===== src/rtl/booth_pp_accumulator.sv =====
// Iterative radix-4 Booth partial-product accumulator.
// Takes five registered Booth action codes plus an unsigned multiplicand and
// adds one shifted partial product per clock into a 19-bit two's-complement
// accumulator. The low 16 bits are returned over a valid/ready handshake.
module booth_pp_accumulator #(
    parameter int unsigned Y_WIDTH    = 8,
    parameter int unsigned NUM_DIGITS = 5,
    parameter int unsigned P_WIDTH    = 16
) (
    input  logic               clk,
    input  logic               rst_n,
    input  logic               in_valid,
    output logic               in_ready,
    input  logic [Y_WIDTH-1:0] y,
    input  logic [2:0]         a0,
    input  logic [2:0]         a1,
    input  logic [2:0]         a2,
    input  logic [2:0]         a3,
    input  logic [2:0]         a4,
    output logic               out_valid,
    input  logic               out_ready,
    output logic [P_WIDTH-1:0] product,
    output logic               err
);

    // Three guard bits cover the negative excursions and the 2y magnitude.
    localparam int unsigned ACC_W = P_WIDTH + 3;
    localparam int unsigned CNT_W = $clog2(NUM_DIGITS);
    localparam logic [CNT_W-1:0] LAST_DIGIT = CNT_W'(NUM_DIGITS - 1);

    typedef enum logic [1:0] {
        S_IDLE,
        S_ACC,
        S_DONE
    } state_t;

    state_t             state_q;
    logic [Y_WIDTH-1:0] y_q;
    logic [2:0]         code_q [NUM_DIGITS];
    logic [2:0]         code_in [NUM_DIGITS];
    logic [CNT_W-1:0]   cnt_q;
    logic [ACC_W-1:0]   acc_q;
    logic [ACC_W-1:0]   acc_d;
    logic               err_acc_q;
    logic               err_acc_d;

    logic               in_ready_q;
    logic               out_valid_q;
    logic [P_WIDTH-1:0] product_q;
    logic               err_q;

    logic [2:0]         code_sel;
    logic               illegal;
    logic [ACC_W-1:0]   mag;
    logic [ACC_W-1:0]   pp;

    // Gather the per-digit input codes into an indexable array.
    always_comb begin
        code_in[0] = a0;
        code_in[1] = a1;
        code_in[2] = a2;
        code_in[3] = a3;
        code_in[4] = a4;
    end

    // Select the registered action code for the digit being accumulated.
    always_comb begin
        code_sel = '0;
        for (int unsigned i = 0; i < NUM_DIGITS; i++) begin
            if (cnt_q == CNT_W'(i)) begin
                code_sel = code_q[i];
            end
        end
    end

    // Build the weighted partial product and the next accumulator value.
    always_comb begin
        illegal = code_sel[1] & code_sel[0];
        mag     = '0;
        if (!illegal) begin
            if (code_sel[1]) begin
                mag = ACC_W'(y_q) << 1;
            end else if (code_sel[0]) begin
                mag = ACC_W'(y_q);
            end
        end
        pp        = mag << {cnt_q, 1'b0};
        acc_d     = code_sel[2] ? (acc_q - pp) : (acc_q + pp);
        err_acc_d = err_acc_q | illegal;
    end

    // Control FSM with registered handshake and result outputs.
    always_ff @(posedge clk or negedge rst_n) begin
        if (!rst_n) begin
            state_q     <= S_IDLE;
            y_q         <= '0;
            cnt_q       <= '0;
            acc_q       <= '0;
            err_acc_q   <= 1'b0;
            in_ready_q  <= 1'b1;
            out_valid_q <= 1'b0;
            product_q   <= '0;
            err_q       <= 1'b0;
            for (int unsigned i = 0; i < NUM_DIGITS; i++) begin
                code_q[i] <= '0;
            end
        end else begin
            case (state_q)
                S_IDLE: begin
                    in_ready_q <= 1'b1;
                    if (in_valid) begin
                        y_q        <= y;
                        for (int unsigned i = 0; i < NUM_DIGITS; i++) begin
                            code_q[i] <= code_in[i];
                        end
                        acc_q      <= '0;
                        err_acc_q  <= 1'b0;
                        err_q      <= 1'b0;
                        cnt_q      <= '0;
                        in_ready_q <= 1'b0;
                        state_q    <= S_ACC;
                    end
                end
                S_ACC: begin
                    acc_q     <= acc_d;
                    err_acc_q <= err_acc_d;
                    if (cnt_q == LAST_DIGIT) begin
                        cnt_q   <= '0;
                        state_q <= S_DONE;
                    end else begin
                        cnt_q <= cnt_q + 1'b1;
                    end
                end
                S_DONE: begin
                    // First DONE cycle publishes the result; later cycles hold it.
                    if (!out_valid_q) begin
                        out_valid_q <= 1'b1;
                        product_q   <= acc_q[P_WIDTH-1:0];
                        err_q       <= err_acc_q;
                    end else if (out_ready) begin
                        out_valid_q <= 1'b0;
                        in_ready_q  <= 1'b1;
                        state_q     <= S_IDLE;
                    end
                end
                default: begin
                    state_q     <= S_IDLE;
                    in_ready_q  <= 1'b1;
                    out_valid_q <= 1'b0;
                end
            endcase
        end
    end

    assign in_ready  = in_ready_q;
    assign out_valid = out_valid_q;
    assign product   = product_q;
    assign err       = err_q;

endmodule

===== config.mk =====
export PLATFORM = sky130hd
export DESIGN_NAME = booth_pp_accumulator
export DESIGN_NICKNAME = d
export VERILOG_FILES = /design/src/rtl/booth_pp_accumulator.sv
export SDC_FILE = /design/constraint.sdc
export NUM_CORES = 1
export LEC_CHECK = 0
export CORE_MARGIN = 2
export CORE_UTILIZATION = 59
export CTS_BUF_LIST = sky130_fd_sc_hd__clkbuf_4
export CTS_CLUSTER_SIZE = 8
export DETAILED_ROUTE_END_ITERATION = 8
export PLACE_DENSITY = 0.83
export SLEW_MARGIN = 10
export SYNTH_ARGS = -nofsm -noshare
export SYNTH_HDL_FRONTEND = slang
export SYNTH_SLANG_ARGS = --single-unit

===== constraint.sdc =====
create_clock -name clk -period 7.4 [get_ports clk]
set_clock_uncertainty 0.2 [all_clocks]
set_input_delay 1.11 -clock clk [delete_from_list [all_inputs] [get_ports clk]]
set_output_delay 1.11 -clock clk [all_outputs]
set_load 0.01 [all_outputs]

==> results of run 1 <==
==> registers in the layout, summed over array words and instances (netlist names) <==
register and flops:
product 16, acc_q 16, cnt_q 3, y_q 8, err 1, state_q 2, err_acc_q 1, in_ready 1
out_valid 1, code_q 15
==> kinds of logic (layout without fill, tap and decap cells) <==
family | count (synthesis) | count (layout)
simple gates | 130 | 130
compound gates | 115 | 115
flops | 64 | 64
mux | 45 | 45
buf+inv | 37 | 84
fa+ha+maj | 22 | 22
xor+xnor | 21 | 21
==> through the flow <==
step / utilization, % / worst slack (ps)
after floorplan: - / 1657
after global routing: 71.57 / 294.9
after CTS: 71.35 / 953.8
after global placement: 69.36 / 1252
after detailed placement: 69.36 / 996.2
final: 71.57 / 876.2
==> area by class of cell <==
type | count | area (µm²) | share of cell area [%]
Multi-Input combinational cell | 333 | 2491 | 50.67
Sequential cell | 64 | 1603 | 32.60
Timing Repair Buffer | 52 | 505.5 | 10.28
Tap cell | 96 | 120.1 | 2.443
Clock buffer | 12 | 90.09 | 1.833
Inverter | 16 | 60.06 | 1.222
Clock inverter | 4 | 46.29 | 0.9417
==> worst max-delay path: stages (launching register included) <==
cell and delay [ps]:
dfrtp_1 610, inv_1 330, ha_1 360, and2_1 240, a221o_1 300, o22a_2 240
nor2_1 360, a22o_1 380, nand2_1 140, ha_1 250, nor2_1 130, xnor2_1 160
ha_1 290, nor2b_1 140, o21ai_0 250, a21oi_1 150, o21ai_0 200, a21boi_0 140
o21ai_0 240, a21oi_1 140, o21a_1 190, o21ai_0 220, a211oi_1 150, or3_1 320
a32o_1 260
==> final timing paths <==
check,start,end,cells after the start
worst min register to register,product[5],product[5],1
worst max register to register,cnt_q[1],acc_q[14],24
max in group asynchronous,rst_n,code_q[2],2
min in group asynchronous,rst_n,product[1],2
worst min-delay path,product[5],product[5],1
worst max-delay path,cnt_q[1],acc_q[14],24
==> layer usage <==
layer	track usage [%]	share of wire (%)	vias to the layer above
met4	9.229	1.8	0
met2	40.16	47	79
met3	3.358	3.8	13
met5	0	0	-
li1	-	-	1690
met1	35.78	47	1653
==> cell usage in the layout (no fill, tap or decap), drive strengths merged, types with 4 or more instances in the layout <==
master         synthesis  routed
o31ai                  7       7
o32ai                  4       4
o221ai                 5       5
nand2                 55      55
nor3b                  4       4
nand2b                 5       5
buf                    3       8
xor2                  11      11
and3                   6       6
o21ai                 20      20
dfrtp                 63      63
or2                    6       6
clkbuf                18      12
ha                    21      21
a21oi                 20      20
inv                   16      16
clkdlybuf4s50          0      44
nand3                  9       9
nor2b                  4       4
a22o                   6       6
nor2                  24      24
mux2                  39      39
nor3                   6       6
xnor2                  9       9
o22ai                 11      11
a21o                   5       5
==> summary.md, run 1 <==
| Metric | Value |
|---|---|
| Hold buffers post-CTS | 0 |
| Synthesized area | 4230 µm² |
| Clk sinks | 64 |
| Via-per-instance ratio | slightly below 6 |
| Max Slew Vio Count | 0 |
| Commonest cells post-synth | dfrtp_1 (63), nand2_1 (55), mux2_2 (39) |
| Slew HR | between 40 and 50% |
| Drt pass-1 iters | 4 |
| Largest net degree at the start of global routing | 65 |
| Die Width | approximately 89 µm |
| Non-Filler Instances | between 500 and 600 |
| Synth Area in Compound Gates | between 10% and 20% |
| Core area | slightly below 7000 µm² |
| DRC | 0 |
| Critical path class | flip-flop to flip-flop |
| CP max FO | 14 |
| Largest family of logic cells by synthesized area | compound AO/OA/AOI/OAI gates |
| Synth Flop Type | dfrtp_1 |
| Clock Tree Buf Depth | 2 |
| Placed cell areas | between 4000 and 5000 µm² |
| Gr ovfl total | 0 |
| Clk Latency, worst-skew pair | about 400 ps |
| Post-CTS setup-driven buffer insertion count | 0 |
| Fill cells | approximately 530 |
| Ratio of cells with drive above 1 in the final layout | a little under a fifth |
| Worst setup EP type | flip-flop |
| Max-Cap Viols | 0 |
| Mux contribution to synthesized area | between 10% and 20% |
| Number of global-route vias before repair | approximately 3300 |
| Port Buf Inserts | between 40 and 50 |
| HPWL Detailed | between 6000 and 7000 µm |
| Area grow syn2layout | 16.21% |
| Post-cts repair resize count | 0 |
| Initial antenna violation count | 0 |
| Flop-to-flop setup slack | around 880 ps |
| Mapped Nets | a little under 500 |
| RSZ-0062 raised after global routing | false |
| Synth Area in Simple Gates | between 10% and 20% |
| Final setup viols | 0 |
| Hold slack | roughly 320 ps |
| Area share of fa/ha/maj cells after synthesis | under 10% |
| Worst setup SP type | flip-flop |
| Number of synthesized register bits | 64 |
| EDFF count, synth | 0 |
| Final period util | between 80% and 90% |
| Setup total negative slack | 0 ps |
| Antenna cells | 0 |
| Final min period | between 6000 and 7000 ps |
| H-Tree Depth | 3 |
| Most used standard cell by instance count after synthesis | dfrtp_1 |
| Post-synth top area share | 37.27% |
| Xor and xnor area share after synthesis | under 10% |
| Cell taking the most area after synthesis | dfrtp_1 |
| Total wire length | 9185 µm |
| WP data arrival | about 6600 ps |
| Largest cells by area after synthesis | dfrtp_1 (37%), mux2_2 (10%), ha_1 (6.2%), nand2_1 (4.9%), o21ai_0 (2.4%) |
| Die height | slightly below 90 µm |
| Post-Place Cells | between 500 and 600 |
| Final #Nets | ~530 |
| Wire length per cell | between 15 and 20 µm |
| Mapped Cells | 434 |
| Fmax | ~150 MHz |
| Worst-margin pin slew | 816.4 ps |
| First-pass GRT wire length | between 15000 and 20000 µm |
| Sequential cell area fraction in the yosys report | between 30% and 40% |
| Inserted Clock Buffers | 9 |
| Total track usage | 25.40% |
| Post-route ant nets | 0 |
| Worst hold-check path type | flip-flop to flip-flop |
| Outcome | complete, no violations |
| Netlist cell types | 68 |
| Asr flop ratio synth | 100.0% |
| Required time of the critical path | around 7500 ps |
| CTS root buf | clkbuf_4 |
| CTS clock-pin slew for the worst setup and hold paths | roughly 110 ps |
| Endpoints failing hold | 0 |
| Synth Area per Inst | roughly 10 µm² |
| Vias | approximately 3400 |
| IO Pins | between 40 and 50 |
| Initial Utilization | between 60 and 70% |
| Final instance area | ~4900 µm² |
| Initial DRC Count | 214 |
| Clock tree from TritonCTS | done |
| Gpl congestion | 0.9246 |
| FP Rows | 30 |
| Synth warnings | 0 |
| Die Footprint | just under 8000 µm² |
Power of run 1 is not shown: default switching activity piles up to over one toggle a cycle in this logic, so the estimate is an artifact.
==> run 2, diff against run 1 <==
- CELL_PAD_IN_SITES_DETAIL_PLACEMENT: not set -> 0
- CELL_PAD_IN_SITES_GLOBAL_PLACEMENT: not set -> 1
- CORE_MARGIN: 2 -> not set
- CORE_UTILIZATION: 59 -> 46
- GPL_TIMING_DRIVEN: not set -> 0
- PLACE_DENSITY: 0.83 -> not set
- PLACE_DENSITY_LB_ADDON: not set -> 0.1
==> run 2 against run 1 <==
  * Critical path depth rose by 2
  * Sequential cell count stayed put
  * Critical path type unchanged
  * The run now ends with DRC left
  * Non-clock buffer count grew 14
  * Die area grew 22%
  * Sequential share of layout area is 0.40 points lower
==> summary.md, run 2 (synthesized netlist as in run 1, its figures left out) <==
| Metric | Value |
|---|---|
| Outcome | finished, violations left (was complete, no violations) |
| Failing checks | DRC |
| RSZ-0062 raised after global routing | false (unchanged) |
| Setup total negative slack | 0 ps (unchanged) |
| Via-per-instance ratio | 5.778 (was 5.953) |
| WP data arrival | 7050 ps (was 6620 ps) |
| Post-route ant nets | 0 (unchanged) |
| Drt pass-1 iters | 6 (was 4) |
| Cell count of the worst reg-to-reg path | 26 (was 24) |
| Final #Nets | 539 (was 525) |
| Most common cell after layout, fill and taps aside | dfrtp_1 (unchanged) |
| Worst-margin pin slew | 1022 ps (was 816.4 ps) |
| Max-Cap Viols | 0 (unchanged) |
| Post-cts repair resize count | 0 (unchanged) |
| Critical Path Slowest Stage Cell | xor3_1 (was dfrtp_1) |
| Fmax | 144.6 MHz (was 153.3 MHz) |
| Fill cells | 813 (was 533) |
| Antenna cells | 0 (unchanged) |
| H-Tree Depth | 3 (unchanged) |
| Max Slew Vio Count | 0 (unchanged) |
| Gr ovfl total | 0 (unchanged) |
| CP peak stage delay | 460 ps (was 610 ps) |
| Core area | 8806 µm² (was 6869 µm²) |
| Inserted Clock Buffers | 9 (unchanged) |
| Clock tree from TritonCTS | done (unchanged) |
| Slew HR | 31.69% (was 45.57%) |
| Final setup viols | 0 (unchanged) |
| Area grow syn2layout | 17.66% (was 16.21%) |
| Endpoints failing hold | 0 (unchanged) |
| Final min period | 6917 ps (was 6524 ps) |
| Critical path class | flip-flop to flip-flop (unchanged) |
| FP Rows | 34 (was 30) |
| Largest net degree at the start of global routing | 65 (unchanged) |
| CP max FO | 11 (was 14) |
| Initial Utilization | 48.04% (was 61.58%) |
| Worst setup EP type | flip-flop (unchanged) |
| Initial antenna violation count | 0 (unchanged) |
| HPWL Detailed | 7722 µm (was 6922 µm) |
| Required time of the critical path | 7530 ps (was 7490 ps) |
| Final period util | 93.47% (was 88.16%) |
| Clk sinks | 64 (unchanged) |
| Flop-to-flop setup slack | 480 ps (was 880 ps) |
| Die height | 97.90 µm (was 88.68 µm) |
| CTS clock-pin slew for the worst setup and hold paths | 120 ps (was 110 ps) |
| CTS root buf | clkbuf_4 (unchanged) |
| Clock Tree Buf Depth | 2 (unchanged) |
| Crit path top cell by count | a22o_1 (was o21ai_0) |
| Commonest non-fill, non-tap cells in the layout | dfrtp_1 (63), nand2_1 (55), clkdlybuf4s50_1 (44) (unchanged) |
| Worst hold-check path type | flip-flop to flip-flop (unchanged) |
| Initial DRC Count | 175 (was 214) |
| Hold buffers post-CTS | 0 (unchanged) |
| Post-CTS setup-driven buffer insertion count | 0 (unchanged) |
| Vias | 3484 (was 3435) |
| First-pass GRT wire length | 17220 µm (was 15520 µm) |
| Clk Latency, worst-skew pair | 430 ps (was 410 ps) |
| DRC | 2 (was 0) |
| Number of global-route vias before repair | 3577 (was 3301) |
| Wire length per cell | 16.83 µm (was 15.92 µm) |
| Die Width | 97.90 µm (was 88.68 µm) |
| Die Footprint | 9583 µm² (was 7863 µm²) |
| Worst setup SP type | flip-flop (unchanged) |
| Gpl congestion | 0.9034 (was 0.9246) |
| Port Buf Inserts | 45 (unchanged) |
| IO Pins | 46 (unchanged) |
| Total wire length | 10150 µm (was 9185 µm) |
| Total track usage | 22.87% (was 25.40%) |
| Ratio of cells with drive above 1 in the final layout | 15.96% (was 18.09%) |
| Hold depth | 1 (unchanged) |
## run 2: cell type report
| cell class | count | area (µm²) | share of cell area (%) |
|---|---|---|---|
| well taps | 108 | 135.1 | 2.715 |
| plain buffers | 21 | 86.33 | 1.735 |
| flip-flops and latches | 64 | 1603 | 32.20 |
| clock inverters | 7 | 96.34 | 1.936 |
| clock buffers | 9 | 67.56 | 1.357 |
| multi-input cells | 333 | 2481 | 49.85 |
| repair buffers | 45 | 447.9 | 9.000 |
| inverters | 16 | 60.06 | 1.207 |
## run 2: path summary, 6_finish.rpt
path | endpoint | startpoint
max | acc_q[15] | cnt_q[0]
min | product[6] | product[6]
max reg2reg | acc_q[15] | cnt_q[0]
min reg2reg | product[6] | product[6]
max in group asynchronous | y_q[3] | rst_n
min in group asynchronous | product[3] | rst_n
## run 2: worst max-delay path: cells and delay by family (launching register included)
family                   cells  cell delay [ps]
flip-flops                   1              410
buffers and inverters        4              930
adder cells (fa/ha/maj)      2              670
XOR/XNOR                     1              460
AO/OA/AOI/OAI               14             3210
AND/OR/NAND/NOR              5              950
## run 2: routing by layer
| metal | up-vias | global-route usage (%) | wire length [µm] |
|---|---|---|---|
| met1 | 1697 | 27.77 | 4580 |
| li1 | 1708 | - | - |
| met5 | - | 0 | 0 |
| met4 | 0 | 8.974 | 218 |
| met2 | 60 | 40.68 | 5068 |
| met3 | 19 | 3.436 | 284 |
## run 2: per-stage QoR
| stage | utilization, % | setup WS (ps) | area (µm²) | instances | hold WS [ps] |
|---|---|---|---|---|---|
| 6_report | 56.52 | 483.3 | 4977 | 603 | 317.9 |
| 5_1_grt | 56.52 | 51.17 | 4977 | 603 | 339.2 |
| 4_1_cts | 56.52 | 528.6 | 4977 | 603 | 325.3 |
| 3_5_place_dp | 54.66 | 546.2 | 4813 | 587 | 296.3 |
| 3_3_place_gp | 54.69 | 512.1 | 4816 | 587 | 288.4 |
| 2_1_floorplan | - | 1657 | 4230 | 434 | 272.5 |
Power of run 2 is left out for the same reason.
